==> config.mk <==
export PLATFORM = sky130hd
export DESIGN_NAME = ipsxe_fft_drm_rd_streamer_flat
export DESIGN_NICKNAME = d
export VERILOG_FILES = /design/src/rtl/ipsxe_fft_drm_rd_streamer_if.sv /design/src/rtl/ipsxe_fft_drm_rd_streamer.sv /design/src/flat_wrapper.sv
export SDC_FILE = /design/constraint.sdc
export NUM_CORES = 1
export LEC_CHECK = 0
export BUFFER_PORTS_ARGS = -buffer_cell sky130_fd_sc_hd__buf_2
export CORE_MARGIN = 10
export CORE_UTILIZATION = 40
export CTS_CLUSTER_SIZE = 24
export DETAILED_ROUTE_END_ITERATION = 16
export PLACE_DENSITY = 0.65
export SLEW_MARGIN = 20
export SYNTH_ARGS = -nofsm -noshare
export SYNTH_HDL_FRONTEND = slang
export SYNTH_SLANG_ARGS = --single-unit
==> constraint.sdc <==
create_clock -name rd_clk -period 2.8 [get_ports rd_clk]
set_input_delay 0.42 -clock rd_clk [delete_from_list [all_inputs] [get_ports rd_clk]]
set_output_delay 0.42 -clock rd_clk [all_outputs]
set_load 0.02 [all_outputs]
==> src/rtl/ipsxe_fft_drm_rd_streamer_if.sv <==
// ---------------------------------------------------------------------------
// ipsxe_fft_drm_rd_streamer_if
// Bundles the SDPRAM read port and the outgoing valid/ready word stream of
// the FFT data-RAM read streamer.
//   ram_rd_addr    streamer -> RAM     read address
//   ram_rd_clk_en  streamer -> RAM     read clock enable
//   ram_rd_oce     streamer -> RAM     output register enable
//   ram_rd_data    RAM -> streamer     read data (2 cycles after address)
//   m_data         streamer -> sink    stream word
//   m_valid        streamer -> sink    stream valid
//   m_last         streamer -> sink    last word of frame
//   m_ready        sink -> streamer    stream ready
// Modport master is the streamer view, slave is the RAM/sink view.
// ---------------------------------------------------------------------------
interface ipsxe_fft_drm_rd_streamer_if #(
    parameter int ADDR_WIDTH = 9,
    parameter int DATA_WIDTH = 36
);
    logic [ADDR_WIDTH-1:0] ram_rd_addr;
    logic                  ram_rd_clk_en;
    logic                  ram_rd_oce;
    logic [DATA_WIDTH-1:0] ram_rd_data;
    logic [DATA_WIDTH-1:0] m_data;
    logic                  m_valid;
    logic                  m_last;
    logic                  m_ready;

    modport master (
        output ram_rd_addr, ram_rd_clk_en, ram_rd_oce, m_data, m_valid, m_last,
        input  ram_rd_data, m_ready
    );

    modport slave (
        input  ram_rd_addr, ram_rd_clk_en, ram_rd_oce, m_data, m_valid, m_last,
        output ram_rd_data, m_ready
    );
endinterface

==> src/rtl/ipsxe_fft_drm_rd_streamer.sv <==
// ---------------------------------------------------------------------------
// ipsxe_fft_drm_rd_streamer
// Reads one frame of 2^ADDR_WIDTH words from the FFT result SDPRAM (natural
// or bit-reversed order) and presents it as a valid/ready stream with a
// last flag. A 4-entry credit-controlled FIFO absorbs the RAM read latency
// so sink backpressure never loses or repeats a word.
// Ports:
//   rd_clk   in   clock, rising edge
//   rd_rst   in   synchronous active-high reset
//   start    in   frame start pulse, honoured only when idle
//   bit_rev  in   address order, captured with start (1 = bit-reversed)
//   busy     out  high from accepted start until done
//   done     out  one-cycle pulse after the last word is accepted
//   bus      master modport: RAM read port + output stream
// ---------------------------------------------------------------------------
module ipsxe_fft_drm_rd_streamer #(
    parameter int ADDR_WIDTH = 9,
    parameter int DATA_WIDTH = 36,
    parameter int FIFO_DEPTH = 4
) (
    input  logic rd_clk,
    input  logic rd_rst,
    input  logic start,
    input  logic bit_rev,
    output logic busy,
    output logic done,
    ipsxe_fft_drm_rd_streamer_if.master bus
);
    localparam int PTR_W = $clog2(FIFO_DEPTH);
    localparam logic [ADDR_WIDTH:0]  LP_N     = {1'b1, {ADDR_WIDTH{1'b0}}};
    localparam logic [ADDR_WIDTH:0]  LP_LAST  = {1'b0, {ADDR_WIDTH{1'b1}}};
    localparam logic [PTR_W+1:0]     LP_DEPTH = (PTR_W+2)'(FIFO_DEPTH);
    localparam logic [PTR_W:0]       LP_FULL  = (PTR_W+1)'(FIFO_DEPTH);

    typedef enum logic [1:0] {S_IDLE, S_READ, S_DRAIN} state_t;

    state_t                r_state;
    logic [ADDR_WIDTH:0]   r_cnt;
    logic                  r_rev;
    logic [ADDR_WIDTH-1:0] r_addr;
    logic                  r_en;
    logic                  r_busy;
    logic                  r_done;

    // two-stage tag pipe matching the RAM read latency
    logic                  r_v1, r_v2;
    logic                  r_l1, r_l2;

    // output FIFO; bit DATA_WIDTH of each entry is the last flag
    logic [DATA_WIDTH:0]   r_fifo [FIFO_DEPTH];
    logic [PTR_W-1:0]      r_wp, r_rp;
    logic [PTR_W:0]        r_fifo_cnt;

    logic                  w_valid;
    logic                  w_pop;
    logic                  w_push;
    logic [PTR_W+1:0]      w_used;
    logic                  w_issue;
    logic                  w_issue_last;
    logic [DATA_WIDTH:0]   w_head;

    function automatic logic [ADDR_WIDTH-1:0] f_bitrev(input logic [ADDR_WIDTH-1:0] a);
        logic [ADDR_WIDTH-1:0] r;
        for (int i = 0; i < ADDR_WIDTH; i++) r[i] = a[ADDR_WIDTH-1-i];
        return r;
    endfunction

    assign w_valid = (r_fifo_cnt != '0);
    assign w_pop   = w_valid && bus.m_ready;
    assign w_push  = r_v2;
    assign w_head  = r_fifo[r_rp];

    // Credits: words already queued plus words still inside the RAM pipe,
    // less the word leaving this cycle, must leave room for one more.
    assign w_used  = {1'b0, r_fifo_cnt}
                   + {{(PTR_W+1){1'b0}}, r_v1}
                   + {{(PTR_W+1){1'b0}}, r_v2}
                   - {{(PTR_W+1){1'b0}}, w_pop};

    assign w_issue      = (r_state == S_READ) && (r_cnt < LP_N) && (w_used < LP_DEPTH);
    assign w_issue_last = (r_cnt == LP_LAST);

    assign bus.ram_rd_addr   = r_addr;
    assign bus.ram_rd_clk_en = r_en;
    assign bus.ram_rd_oce    = r_en;
    // Storage is not reset, so gate the head with valid to keep outputs 0 when empty.
    assign bus.m_valid       = w_valid;
    assign bus.m_data        = w_valid ? w_head[DATA_WIDTH-1:0] : '0;
    assign bus.m_last        = w_valid & w_head[DATA_WIDTH];
    assign busy              = r_busy;
    assign done              = r_done;

    always_ff @(posedge rd_clk) begin
        if (rd_rst) begin
            r_state <= S_IDLE;
            r_cnt   <= '0;
            r_rev   <= 1'b0;
            r_addr  <= '0;
            r_en    <= 1'b0;
            r_busy  <= 1'b0;
            r_done  <= 1'b0;
        end else begin
            case (r_state)
                S_IDLE: begin
                    if (start) begin
                        r_state <= S_READ;
                        r_rev   <= bit_rev;
                        r_cnt   <= '0;
                        r_en    <= 1'b1;
                        r_busy  <= 1'b1;
                    end
                end
                S_READ: begin
                    if (w_issue) begin
                        r_addr <= r_rev ? f_bitrev(r_cnt[ADDR_WIDTH-1:0]) : r_cnt[ADDR_WIDTH-1:0];
                        r_cnt  <= r_cnt + (ADDR_WIDTH+1)'(1);
                        if (w_issue_last) r_state <= S_DRAIN;
                    end
                end
                S_DRAIN: begin
                    // The last-tagged word is the final one issued, so its
                    // acceptance implies an empty pipe and FIFO. State stays
                    // DRAIN during the done cycle so a start there is ignored.
                    if (r_done) begin
                        r_done  <= 1'b0;
                        r_en    <= 1'b0;
                        r_state <= S_IDLE;
                    end else if (w_pop && w_head[DATA_WIDTH]) begin
                        r_done <= 1'b1;
                        r_busy <= 1'b0;
                    end
                end
                default: r_state <= S_IDLE;
            endcase
        end
    end

    always_ff @(posedge rd_clk) begin
        if (rd_rst) begin
            r_v1       <= 1'b0;
            r_v2       <= 1'b0;
            r_wp       <= '0;
            r_rp       <= '0;
            r_fifo_cnt <= '0;
        end else begin
            r_v1 <= w_issue;
            r_v2 <= r_v1;
            if (w_push) r_wp <= r_wp + PTR_W'(1);
            if (w_pop)  r_rp <= r_rp + PTR_W'(1);
            case ({w_push, w_pop})
                2'b10:   r_fifo_cnt <= r_fifo_cnt + (PTR_W+1)'(1);
                2'b01:   r_fifo_cnt <= r_fifo_cnt - (PTR_W+1)'(1);
                default: r_fifo_cnt <= r_fifo_cnt;
            endcase
        end
    end

    always_ff @(posedge rd_clk) begin
        r_l1 <= w_issue_last;
        r_l2 <= r_l1;
        if (w_push) r_fifo[r_wp] <= {r_l2, bus.ram_rd_data};
    end

    always @(posedge rd_clk) begin
        if (!rd_rst) begin
            a_no_overflow: assert (!(w_push && !w_pop && r_fifo_cnt == LP_FULL));
        end
    end
endmodule

==> src/flat_wrapper.sv <==
// flat-port wrapper written by rule: the top's interface ports become plain ports
module ipsxe_fft_drm_rd_streamer_flat 
#(
    parameter int ADDR_WIDTH = 9,
    parameter int DATA_WIDTH = 36,
    parameter int FIFO_DEPTH = 4
)
  (rd_clk, rd_rst, start, bit_rev, busy, done, bus_ram_rd_addr, bus_ram_rd_clk_en, bus_ram_rd_oce, bus_m_data, bus_m_valid, bus_m_last, bus_ram_rd_data, bus_m_ready);
  ipsxe_fft_drm_rd_streamer_if #(.ADDR_WIDTH(ADDR_WIDTH), .DATA_WIDTH(DATA_WIDTH)) bus_i ();
  input  logic rd_clk;
  input  logic rd_rst;
  input  logic start;
  input  logic bit_rev;
  output logic busy;
  output logic done;
  output wire logic [$bits(bus_i.ram_rd_addr)-1:0] bus_ram_rd_addr;
  output wire logic [$bits(bus_i.ram_rd_clk_en)-1:0] bus_ram_rd_clk_en;
  output wire logic [$bits(bus_i.ram_rd_oce)-1:0] bus_ram_rd_oce;
  output wire logic [$bits(bus_i.m_data)-1:0] bus_m_data;
  output wire logic [$bits(bus_i.m_valid)-1:0] bus_m_valid;
  output wire logic [$bits(bus_i.m_last)-1:0] bus_m_last;
  input wire logic [$bits(bus_i.ram_rd_data)-1:0] bus_ram_rd_data;
  input wire logic [$bits(bus_i.m_ready)-1:0] bus_m_ready;
  assign bus_ram_rd_addr = bus_i.ram_rd_addr;
  assign bus_ram_rd_clk_en = bus_i.ram_rd_clk_en;
  assign bus_ram_rd_oce = bus_i.ram_rd_oce;
  assign bus_m_data = bus_i.m_data;
  assign bus_m_valid = bus_i.m_valid;
  assign bus_m_last = bus_i.m_last;
  assign bus_i.ram_rd_data = bus_ram_rd_data;
  assign bus_i.m_ready = bus_m_ready;
  ipsxe_fft_drm_rd_streamer #(.ADDR_WIDTH(ADDR_WIDTH), .DATA_WIDTH(DATA_WIDTH), .FIFO_DEPTH(FIFO_DEPTH)) u_core (.rd_clk(rd_clk), .rd_rst(rd_rst), .start(start), .bit_rev(bit_rev), .busy(busy), .done(done), .bus(bus_i));
endmodule
Yosys cells after proc, flatten, opt, wreduce, memory -nomap -nowiden
Memory sizes are Yosys's and may differ from the RTL's. A register that Yosys moved wholly into a read port is not among the register bits.
Index checks and enable logic that the tools add are counted.
{"block": "totals", "ff_bits": 36, "ram_bits": 148, "out_inout_bits": 51, "n_memories": 1}
{"block": "op_classes", "addsub": 8, "n_lt_le_gt_ge": 2, "eq_ne": 11, "muxes": 23, "n_bitwise": 1, "n_reduce_logical": 15}
{"name": "u_core.r_fifo", "words": 4, "word_bits": 37, "rd": 1, "rd_ports_with_merged_regs": 1, "wr": 1, "line_no": "ipsxe_fft_drm_rd_streamer.sv:50", "rtl": "logic [DATA_WIDTH:0] r_fifo [FIFO_DEPTH];"}
{"cell": "36-bit two-way mux", "count": 1}
{"cell": "10-bit two-way mux", "count": 2}
{"cell": "10-bit case mux with 2 select lines", "count": 1}
{"cell": "2-bit two-way mux", "count": 6}
{"cell": "10-bit by 1-bit adder with 10-bit output (second input constant)", "count": 1}
{"cell": "10-bit by 9-bit == test with 1-bit output (second input constant)", "count": 1}
{"cell": "10-bit less-than comparator (second input constant)", "count": 1}
{"cell": "9-bit two-way mux", "count": 1}
{"cell": "1-bit two-way mux", "count": 8}
{"cell": "2-bit by 1-bit inequality test with 1-bit output (second input constant)", "count": 4}
{"cell": "4-bit AND reduction", "count": 2}
{"cell": "2-bit case mux with 3 select lines", "count": 1}
{"cell": "3-bit case mux with 2 select lines", "count": 1}
{"cell": "3-bit AND reduction", "count": 2}
{"cell": "2-bit nonzero test", "count": 3}
{"cell": "2-bit by 1-bit adder with 2-bit output (second input constant)", "count": 2}
{"cell": "3-bit by 1-bit adder with 4-bit output", "count": 1}
{"cell": "4-bit by 1-bit adder with 4-bit output", "count": 1}
{"cell": "2-bit by 1-bit == test with 1-bit output (second input constant)", "count": 2}
{"cell": "2-bit == test (second input constant)", "count": 2}
{"cell": "1-bit logical AND", "count": 4}
{"cell": "4-bit by 3-bit less-than comparator with 1-bit output (second input constant)", "count": 1}
{"cell": "2-bit inequality test (second input constant)", "count": 2}
{"cell": "1-bit case mux with 2 select lines", "count": 2}
{"cell": "other kinds (7)", "count": 8}

Depth between registers and ports, before layout
Gate-level depths: netlist (run 1).
{"block": "depth", "word_depth": 7, "ltp_mapped": 11, "depth_no_buf": 9}

Worst setup path after synthesis (run 1)
No wires, ideal clock.
{"block": "synth_path", "kind": "register to register", "start": "register u_core.r_fifo_cnt[2]", "end": "register u_core.r_cnt[7]", "setup_time_ps": 70, "arrival_time_ps": 2676, "required_ps": 2730, "slack_ps": 54, "stages_incl_launch_ff": 10, "n_path_buf": 0, "period_less_slack_ps": 2746, "path_cell_list": "dfxtp_1 or3_1 nand2_1 xnor2_1 ha_1 a21o_1 a2111oi_2 nor3_1 or4_1 a21oi_1"}
{"block": "synth_between", "elab_chain_len": 7}
{"element": "start, declared", "line_no": "ipsxe_fft_drm_rd_streamer.sv:52", "rtl": "logic [PTR_W:0] r_fifo_cnt;"}
{"element": "start signal, assigned", "line_no": "ipsxe_fft_drm_rd_streamer.sv:151", "rtl": "2'b10: r_fifo_cnt <= r_fifo_cnt + (PTR_W+1)'(1);"}
{"element": "start signal, assigned", "line_no": "ipsxe_fft_drm_rd_streamer.sv:152", "rtl": "2'b01: r_fifo_cnt <= r_fifo_cnt - (PTR_W+1)'(1);"}
{"element": "start signal, assigned", "line_no": "ipsxe_fft_drm_rd_streamer.sv:153", "rtl": "default: r_fifo_cnt <= r_fifo_cnt;"}
{"element": "3-bit by 1-bit adder with 4-bit output / 3-bit nonzero test (equally long branches)", "line_no": "ipsxe_fft_drm_rd_streamer.sv:76, ipsxe_fft_drm_rd_streamer.sv:68"}
{"element": "4-bit by 1-bit adder with 4-bit output / 1-bit logical AND (equally long branches)", "line_no": "ipsxe_fft_drm_rd_streamer.sv:77, ipsxe_fft_drm_rd_streamer.sv:69"}
{"element": "4-bit by 1-bit subtractor with 4-bit output *", "line_no": "ipsxe_fft_drm_rd_streamer.sv:78", "rtl": "- {{(PTR_W+1){1'b0}}, w_pop};"}
{"element": "4-bit by 3-bit less-than comparator with 1-bit output *", "line_no": "ipsxe_fft_drm_rd_streamer.sv:80", "rtl": "assign w_issue = (r_state == S_READ) && (r_cnt < LP_N) && (w_used < LP_DEPTH);"}
{"element": "1-bit logical AND *", "line_no": "ipsxe_fft_drm_rd_streamer.sv:80"}
{"element": "2-bit by 1-bit inequality test with 1-bit output (no line) *"}
{"element": "3-bit AND reduction (no line) *"}
{"element": "end signal, assigned", "line_no": "ipsxe_fft_drm_rd_streamer.sv:116", "rtl": "r_cnt <= r_cnt + (ADDR_WIDTH+1)'(1);"}
{"element": "end, declared", "line_no": "ipsxe_fft_drm_rd_streamer.sv:38", "rtl": "logic [ADDR_WIDTH:0] r_cnt;"}
Mark *: on every way between the ends. The rest lies on a longest branch, timed or not.
A chain may end at the register's enable or synchronous reset.

Worst setup path in the final report (run 1)
{"block": "layout_path", "start": "register u_core.r_fifo_cnt[2]", "end": "register u_core.r_cnt[3]"}
The elaborated chain is that of the path after synthesis.

==> impl_metrics.toml, run 1 <==
[detailed_routing]
drt_iter0_drc = 183
antenna_left = 0
post_drt_wl_per_cell_um = 18.49
via_count = 4021
viasPerCell = 5.149
dr.pass1.iters = 4
wl_um = 14440
drc = 0

[floorplan]
ioPinCount = 92
die_h_um = 155.5
rows = 49
die_w_um = 155.5
start_util_pct = 40.73
dieArea_mm2 = 0.02417
core_area_mm2 = 0.01802

[critical_path]
crit_required_ns = 3.15
worstPathCellList = "or3_4 -> nand2_4 -> xnor2_2 -> ha_1 -> a21o_1 -> a2111oi_4 -> nor3_4 -> buf_4 -> or3_1 -> a21oi_1"
worstPathMaxFanout = 8
slowest_stage = "or3_4"
setup.worst_path.end = "u_core.r_cnt[3]$_SDFFE_PP0P_"
max_stage_delay_ns = 0.40
r2r_end = "u_core.r_cnt[3]$_SDFFE_PP0P_"
endpoint_kind = "flip-flop"
path_buf_inv = 1
crit_arrival_ns = 3.01
cp-start-kind = "flip-flop"
critPathTopFamily = "simple AND/OR/NAND/NOR gates"
startpoint = "u_core.r_fifo_cnt[2]$_SDFFE_PP0N_"
r2r_setup_slack_ns = 0.15
critPathKind = "reg -> reg"
r2r-start = "u_core.r_fifo_cnt[2]$_SDFFE_PP0N_"
path_depth = 10
r2r_cells = 10

[cells_and_area]
nNetsFinal = 589
fin_area_mm2 = 0.008906
n_antenna_cell = 0
stdcell_count = 781
post-route-util_pct = 49.41
fillers = 1530
drive_gt1_share_pct = 35.69
area_delta_synth_final_pct = 21.30

[sta]
drv_slew = 0
fin_crit_sh_pct = 94.81
hold_ws_ns = 0.2095
tns_ns = 0
finClkSkew_ns = 0.01369
final_hold_viol_count = 0
worstMarginPinSlew_ns = 0.5357
timing.slew.headroom_pct = 64.29
max_freq_mhz = 376.7
final-setup-viol-count = 0
fin_crit_ns = 2.655
setup_ws_ns = 0.1452

[grt]
gr-usage-all-layers_pct = 12.04
gr-total-overflow = 0
grt_pass1_wl_um = 22740
grt_max_degree = 41
antenna_found_initial = 1
grt_pass1_vias = 4259

[yosys]
synth.top_cell.area_share_pct = 60.53
synth_seq_area_share_pct = 70.89
synthTopCellsByCount = "148 x edfxtp_1, 42 x and2_1, 38 x dfxtp_1, 37 x mux4_2, 25 x nor2_1"
synth_flop_cell = "edfxtp_1"
synth_edf_count = 148
synth_area_mm2 = 0.007342
yosysTopAreaCell = "edfxtp_1"
syn-mean-instance-area_um2 = 17.00
ys_top_cells_by_area = "edfxtp_1 61%, mux4_2 11%, dfxtp_1 10%"
syn-instance-count = 432
ys_warn_count = 0
syn_nets = 482
synth-seq-cells = 186
async_flop_share_pct = 0
yosysUniqueCellTypes = 40
yosys.cell_count.top_type = "edfxtp_1"

[place]
io_buffers = 91
hpwl_um = 9451
place.gp.congestion = 0.7913
dpl.cell_count = 748
pre_cts_ws_ns = -0.04562
postPlaceCellArea_mm2 = 0.008224

[outcome]
status = "finished clean"

[clock_network]
cts_buffers = 17
ctsHoldBuffers = 0
clkLatencyLatePin_ns = 0.43
htree_levels = 4
root_buffer = "clkbuf_16"
cts_tree = "yes"
clk_pin_slew_ns = 0.07
clkSinkCount = 186
clk_path_buf_depth = 2

[worst_hold_path]
hold_depth = 1
hp-class = "in -> reg"

[run]
maxCapViolations = 0

[power]
peakVddDrop_v = 0.0005760
powerDensity_mw_per_mm2 = 909.7
power.total_mw = 8.102
p_leak_nw = 3.081
## kinds of logic after synthesis
logic type | Yosys count | share of synthesized area, %
mux | 47 | 12.71
compound gates | 40 | 3.902
flops | 186 | 70.89
buf+inv | 32 | 1.840
xor+xnor | 6 | 0.7157
simple gates | 112 | 8.299
fa+ha+maj | 9 | 1.636
## how the worst min path moves through the flow
stage,start,end
2_1_floorplan,u_core.r_l1$_DFF_P_,u_core.r_l2$_DFF_P_
3_3_place_gp,u_core.r_l1$_DFF_P_,u_core.r_l2$_DFF_P_
3_5_place_dp,u_core.r_l1$_DFF_P_,u_core.r_l2$_DFF_P_
4_1_cts,bus_ram_rd_data[33],u_core.r_fifo[2][33]$_DFFE_PP_
5_1_grt,bus_ram_rd_data[25],u_core.r_fifo[2][25]$_DFFE_PP_
6_report,bus_ram_rd_data[20],u_core.r_fifo[2][20]$_DFFE_PP_
## sequential cells by signal, summed over array words and instances (netlist names), named ones only
signal / count
u_core.done: 1
u_core.r_fifo: 148
u_core.r_l1: 1
u_core.bus.ram_rd_clk_en: 1
u_core.r_state: 2
u_core.busy: 1
u_core.r_fifo_cnt: 3
u_core.r_wp: 2
u_core.r_rev: 1
u_core.r_l2: 1
u_core.r_v2: 1
u_core.bus.ram_rd_addr: 9
u_core.r_v1: 1
u_core.r_cnt: 10
u_core.r_rp: 2
## area by class of cell
type	count	area [µm²]	area share (%)
clock buffer	19	432.9	4.861
clock inverter	13	167.7	1.883
inverter	8	30.03	0.3372
multi-input combinational	214	2081	23.36
sequential	186	5207	58.47
tap	229	286.5	3.217
timing repair buffer	112	700.7	7.867
## power breakdown
group,total (mW),internal [mW],leakage (nW),switching (mW)
Clock,2.43,1.41,0.281,1.01
Sequential,3.23,3.13,1.64,0.0929
Combinational,2.45,1.02,1.16,1.43
Total,8.10,5.56,3.08,2.54
## repair_timing
| item | in CTS | in global routing |
|---|---|---|
| pin swaps | 0 | 6 |
| endpoints found under the hold margin | 0 | 0 |
| endpoints found under the setup margin | 3 | 10 |
| resized for setup | 5 | 5 |
| setup buffers | 0 | 1 |
| gates cloned | 0 | 0 |
## routing by layer
layer	GRT usage, %	up-vias	part of all wire [%]	wire length, µm
met3	4.246	14	5.4	776
met4	3.342	2	1.1	164
met5	0	-	0.090	13
met1	14.02	2035	42	6053
li1	-	1883	-	-
met2	20.57	87	51	7436
## layout by cell type, fill, tap and decap left out, types with 9 or more instances in the layout
cell / count
nand3_1: 9
and2_1: 38
edfxtp_1: 148
clkbuf_16: 17
mux4_2: 37
nor2_1: 25
a21oi_1: 11
dfxtp_1: 36
buf_2: 91
mux2i_1: 10
a211oi_1: 10
nand2_1: 10
buf_4: 14
Note: power is estimated with default switching activity, not from simulation.
==> inputs of run 2 (changes only) <==
==> constraint.sdc (replaced) <==
create_clock -name rd_clk -period 2.3 [get_ports rd_clk]
set_input_delay 0.345 -clock rd_clk [delete_from_list [all_inputs] [get_ports rd_clk]]
set_output_delay 0.345 -clock rd_clk [all_outputs]
set_load 0.02 [all_outputs]
==> impl_metrics.toml, run 2 (same netlist as run 1, synthesis figures left out) <==
[outcome]
violations = "negative setup slack"
status = "complete, but fails checks"

[place]
place.gp.congestion = 0.7927
pre_cts_ws_ns = -0.2825
hpwl_um = 9431
io_buffers = 91

[detailed_routing]
wl_um = 15540
via_count = 4168
drc = 0
dr.pass1.iters = 4
antenna_left = 0
post_drt_wl_per_cell_um = 19.48
drt_iter0_drc = 182
viasPerCell = 5.223

[cells_and_area]
largest_reg_flops = 148
area_delta_synth_final_pct = 28.07
nNetsFinal = 606
fillers = 1482
drive_gt1_share_pct = 44.54
top_register = "u_core.r_fifo"
layout_common_cells = "148 x edfxtp_1, 75 x buf_2, 37 x mux4_2"
final_common_cell = "edfxtp_1"

[sta]
fin_crit_sh_pct = 112.7
timing.slew.headroom_pct = 55.89
drv_slew = 0
tns_ns = -3.918
fin_crit_ns = 2.592
rsz0062_at_grt = "true"
hold_ws_ns = 0.1286
final_hold_viol_count = 0
max_freq_mhz = 385.8
finClkSkew_ns = 0.01018
setup_ws_ns = -0.2920
worstMarginPinSlew_ns = 0.6616
final-setup-viol-count = 23

[power]
power.total_mw = 10.52
peakVddDrop_v = 0.0006804
p_leak_nw = 3.263
powerDensity_mw_per_mm2 = 1118

[floorplan]
die_w_um = 155.5
ioPinCount = 92
core_area_mm2 = 0.01802
rows = 49
die_h_um = 155.5
dieArea_mm2 = 0.02417
start_util_pct = 40.73

[grt]
gr-total-overflow = 0
grt_pass1_wl_um = 23620
grt_max_degree = 41
gr-usage-all-layers_pct = 12.64
grt_pass1_vias = 4449
antenna_found_initial = 1

[clock_network]
clkSinkCount = 186
clk_path_buf_depth = 2
cts_buffers = 17
root_buffer = "clkbuf_16"
cts_tree = "yes"
clk_pin_slew_ns = 0.07
htree_levels = 4
ctsHoldBuffers = 0
clkLatencyLatePin_ns = 0.43

[critical_path]
crit_arrival_ns = 2.96
r2r-start = "u_core.r_fifo_cnt[1]$_SDFFE_PP0N_"
cp-start-kind = "flip-flop"
startpoint = "u_core.r_fifo_cnt[1]$_SDFFE_PP0N_"
slowest_stage = "or4_1"
critPathKind = "reg -> reg"
path_depth = 9
r2r_end = "u_core.r_cnt[7]$_SDFFE_PP0P_"
worstPathCellList = "or3_4 -> nand2_4 -> xnor2_4 -> ha_4 -> a21o_4 -> a2111oi_4 -> nor3_4 -> or4_1 -> a21oi_1"
critPathTopFamily = "simple AND/OR/NAND/NOR gates"
r2r_cells = 9
endpoint_kind = "flip-flop"
crit_required_ns = 2.67
worstPathMaxFanout = 7
path_buf_inv = 0
max_stage_delay_ns = 0.49
r2r_setup_slack_ns = -0.29
setup.worst_path.end = "u_core.r_cnt[7]$_SDFFE_PP0P_"

[worst_hold_path]
hp-class = "in -> reg"

[run]
maxCapViolations = 0
## run 2: changes by cell type in the layout (fill, tap and decap cells not counted), moves of 5 or more
cell,previous run,this run
nor2_1,25,18
a211oi_2,0,6
buf_2,91,75
nor2_2,0,5
and2_1,38,27
buf_4,14,28
and2_4,0,11
buf_6,0,12
a211oi_1,10,4
## run 2: worst min-delay path by stage
stage / from / end / slack (ns) / cells past startpoint
5_1_grt: bus_ram_rd_data[33] / u_core.r_fifo[0][33]$_DFFE_PP_ / 0.11 / 1
3_3_place_gp: u_core.r_l1$_DFF_P_ / u_core.r_l2$_DFF_P_ / 0.31 / 0
4_1_cts: bus_ram_rd_data[33] / u_core.r_fifo[0][33]$_DFFE_PP_ / 0.11 / 1
2_1_floorplan: u_core.r_l1$_DFF_P_ / u_core.r_l2$_DFF_P_ / 0.31 / 0
3_5_place_dp: u_core.r_l1$_DFF_P_ / u_core.r_l2$_DFF_P_ / 0.32 / 0
6_report: bus_ram_rd_data[33] / u_core.r_fifo[0][33]$_DFFE_PP_ / 0.13 / 1
## run 2: repair_timing
item,CTS,global route
resized for setup,16,64
setup buffers,2,3
endpoints found under the hold margin,0,0
pin swaps,4,7
gates cloned,0,4
endpoints found under the setup margin,35,45
## run 2: layer usage
metal / GRT usage (%) / vias to the layer above / share of wire, %
met5: 0 / - / 0.084
met4: 4.545 / 2 / 1.6
met3: 4.246 / 25 / 5.6
met2: 22.00 / 106 / 51
met1: 14.07 / 2123 / 41
li1: - / 1912 / -
## run 2: cell type report
cell class	count	area (µm²)	area share [%]
clock inverters	13	145.1	1.544
diodes	1	2.502	0.02661
flip-flops and latches	186	5213	55.44
well taps	229	286.5	3.047
clock buffers	18	429.2	4.564
multi-input cells	214	2283	24.28
inverters	8	30.03	0.3194
repair buffers	129	1013	10.78
## run 2: power by group
| part | switching, mW | total (mW) | internal, mW |
|---|---|---|---|
| registers | 0.115 | 3.94 | 3.82 |
| clock network | 1.22 | 2.83 | 1.60 |
| logic | 1.98 | 3.75 | 1.77 |
## run 2: through the flow
step	cells	utilization, %	cell area [µm²]
finish	798	52.17	9403
global route	797	52.15	9400
CTS	790	50.15	9040
detailed placement	757	46.48	8378
global placement	757	46.48	8378
floorplan	432	-	7473
==> inputs of run 3 (changes only) <==
--- a/config.mk
+++ b/config.mk
@@ -7,10 +7,10 @@
 export LEC_CHECK = 0
 export BUFFER_PORTS_ARGS = -buffer_cell sky130_fd_sc_hd__buf_2
 export CORE_MARGIN = 10
-export CORE_UTILIZATION = 40
+export CORE_UTILIZATION = 52
 export CTS_CLUSTER_SIZE = 24
 export DETAILED_ROUTE_END_ITERATION = 16
-export PLACE_DENSITY = 0.65
+export PLACE_DENSITY = 0.8
 export SLEW_MARGIN = 20
 export SYNTH_ARGS = -nofsm -noshare
 export SYNTH_HDL_FRONTEND = slang
==> impl_metrics.toml, run 3 (same netlist as run 1, synthesis figures left out) <==
[cells_and_area]
layout_common_cells = "148 x edfxtp_1, 88 x buf_2, 37 x mux4_2"
n_antenna_cell = 0
post-route-util_pct = 66.50
top_register = "u_core.r_fifo"
drive_gt1_share_pct = 44.64
nNetsFinal = 606
fillers = 931
final_common_cell = "edfxtp_1"
multi_input_area_mm2 = 0.002306
seqCellArea_mm2 = 0.005215
largest_reg_flops = 148
stdcell_count = 749
area_delta_synth_final_pct = 25.72

[sta]
fin_crit_sh_pct = 113.3
rsz0062_at_grt = "true"
drv_slew = 0
final_hold_viol_count = 0
finClkSkew_ns = 0.003450
fin_crit_ns = 2.605
worstMarginPinSlew_ns = 0.7135
tns_ns = -3.842
timing.slew.headroom_pct = 52.07
max_freq_mhz = 383.9
setup_ws_ns = -0.3050
final-setup-viol-count = 22
hold_ws_ns = 0.1315

[critical_path]
r2r_setup_slack_ns = -0.30
critPathTopFamily = "simple AND/OR/NAND/NOR gates"
crit_required_ns = 2.66
crit_arrival_ns = 2.96
slowest_stage = "or4_4"
max_stage_delay_ns = 0.50
worstPathCellList = "or3_4 -> nand2_4 -> xnor2_4 -> ha_4 -> a21o_4 -> a2111oi_4 -> nor3_4 -> or4_4 -> a21oi_2"
path_depth = 9
endpoint_kind = "flip-flop"
r2r_end = "u_core.r_cnt[7]$_SDFFE_PP0P_"
r2r_cells = 9
setup.worst_path.end = "u_core.r_cnt[7]$_SDFFE_PP0P_"
cp-start-kind = "flip-flop"
worstPathMaxFanout = 7
path_buf_inv = 0
critPathKind = "reg -> reg"
startpoint = "u_core.r_fifo_cnt[1]$_SDFFE_PP0N_"
r2r-start = "u_core.r_fifo_cnt[1]$_SDFFE_PP0N_"

[clock_network]
cts_buffers = 17
clk_pin_slew_ns = 0.06
root_buffer = "clkbuf_16"
clk_path_buf_depth = 2
clkLatencyLatePin_ns = 0.42
htree_levels = 4
clkSinkCount = 186
cts_tree = "yes"

[power]
p_clk_share_pct = 26.3
p_leak_nw = 3.220
pwr-share-comb_pct = 35.1
peakVddDrop_v = 0.0007093
internal-power_mw = 6.953
switchingPower_mw = 3.305
netSwitchingFraction_pct = 32.22
pwr-share-seq_pct = 38.6
powerDensity_mw_per_mm2 = 1111

[detailed_routing]
drc = 0
via_count = 4217
wl_um = 14890
viasPerCell = 5.630
antenna_left = 0
dr.pass1.iters = 5
drt_iter0_drc = 291
post_drt_wl_per_cell_um = 19.87

[grt]
gr-usage-all-layers_pct = 15.46
grt_max_degree = 41
grt_pass1_vias = 4458
antenna_found_initial = 2
grt_pass1_wl_um = 23560
gr-total-overflow = 0

[place]
io_buffers = 91
hpwl_um = 8972
dpl.cell_count = 707
place.gp.congestion = 0.7530

[floorplan]
start_util_pct = 52.89
rows = 43
dieArea_mm2 = 0.01927
core_area_mm2 = 0.01388
die_w_um = 138.8
ioPinCount = 92
die_h_um = 138.8

[run]
maxCapViolations = 0

[worst_hold_path]
hold_depth = 1
hp-class = "in -> reg"

[outcome]
violations = "negative setup slack"
status = "complete, but fails checks"
## run 3: how the worst min path moves through the flow
stage	startpoint	end	slack [ns]
final	bus_ram_rd_data[5]	u_core.r_fifo[1][5]$_DFFE_PP_	0.13
after detailed placement	u_core.r_l1$_DFF_P_	u_core.r_l2$_DFF_P_	0.33
after global routing	bus_ram_rd_data[31]	u_core.r_fifo[0][31]$_DFFE_PP_	0.12
after global placement	u_core.r_l1$_DFF_P_	u_core.r_l2$_DFF_P_	0.31
after CTS	bus_ram_rd_data[9]	u_core.r_fifo[3][9]$_DFFE_PP_	0.11
after floorplan	u_core.r_l1$_DFF_P_	u_core.r_l2$_DFF_P_	0.31
## run 3: power by group through the flow
stage               Sequential, mW  Combinational (mW)  Clock (mW)
floorplan                     4.05                1.99           0
global placement              3.98                3.04           0
detailed placement            4.00                3.10           0
CTS                           3.94                3.37        2.75
global route                  3.98                3.87        2.88
finish                        3.96                3.60        2.70
## run 3: layout make-up
type	instances	share of cell area, %
Sequential cell	186	56.50
Tap cell	180	2.440
Inverter	8	0.3253
Timing Repair Buffer	129	9.774
Clock inverter	14	1.328
Clock buffer	18	4.650
Multi-Input combinational cell	214	24.98
## run 3: layer usage
| layer | vias to the layer above | global-route usage (%) | wire length [µm] |
|---|---|---|---|
| li1 | 1920 | - | - |
| met1 | 2127 | 17.56 | 5780 |
| met2 | 143 | 26.70 | 7887 |
| met3 | 23 | 5.342 | 966 |
| met4 | 4 | 4.997 | 225 |
| met5 | - | 0 | 27 |
## run 3: stage by stage
stage          setup slack (ns)  area [µm²]  power [mW]
3_5_place_dp            -0.3145        8322       7.101
4_1_cts                 -0.2828        9024       10.06
2_1_floorplan           -0.1920        7473       6.038
3_3_place_gp            -0.2068        8322       7.024
5_1_grt                 -0.3886        9230       10.73
6_report                -0.3050        9230       10.26
## run 3: repair_timing
action / 4_1_cts / 5_1_grt
endpoints found under the setup margin: 59 / 32
hold buffers: 0 / 0
setup buffers: 2 / 6
hold endpoints to repair: 0 / 0
cloned: 2 / 1
pin swaps: 5 / 11
gates resized for setup: 22 / 38
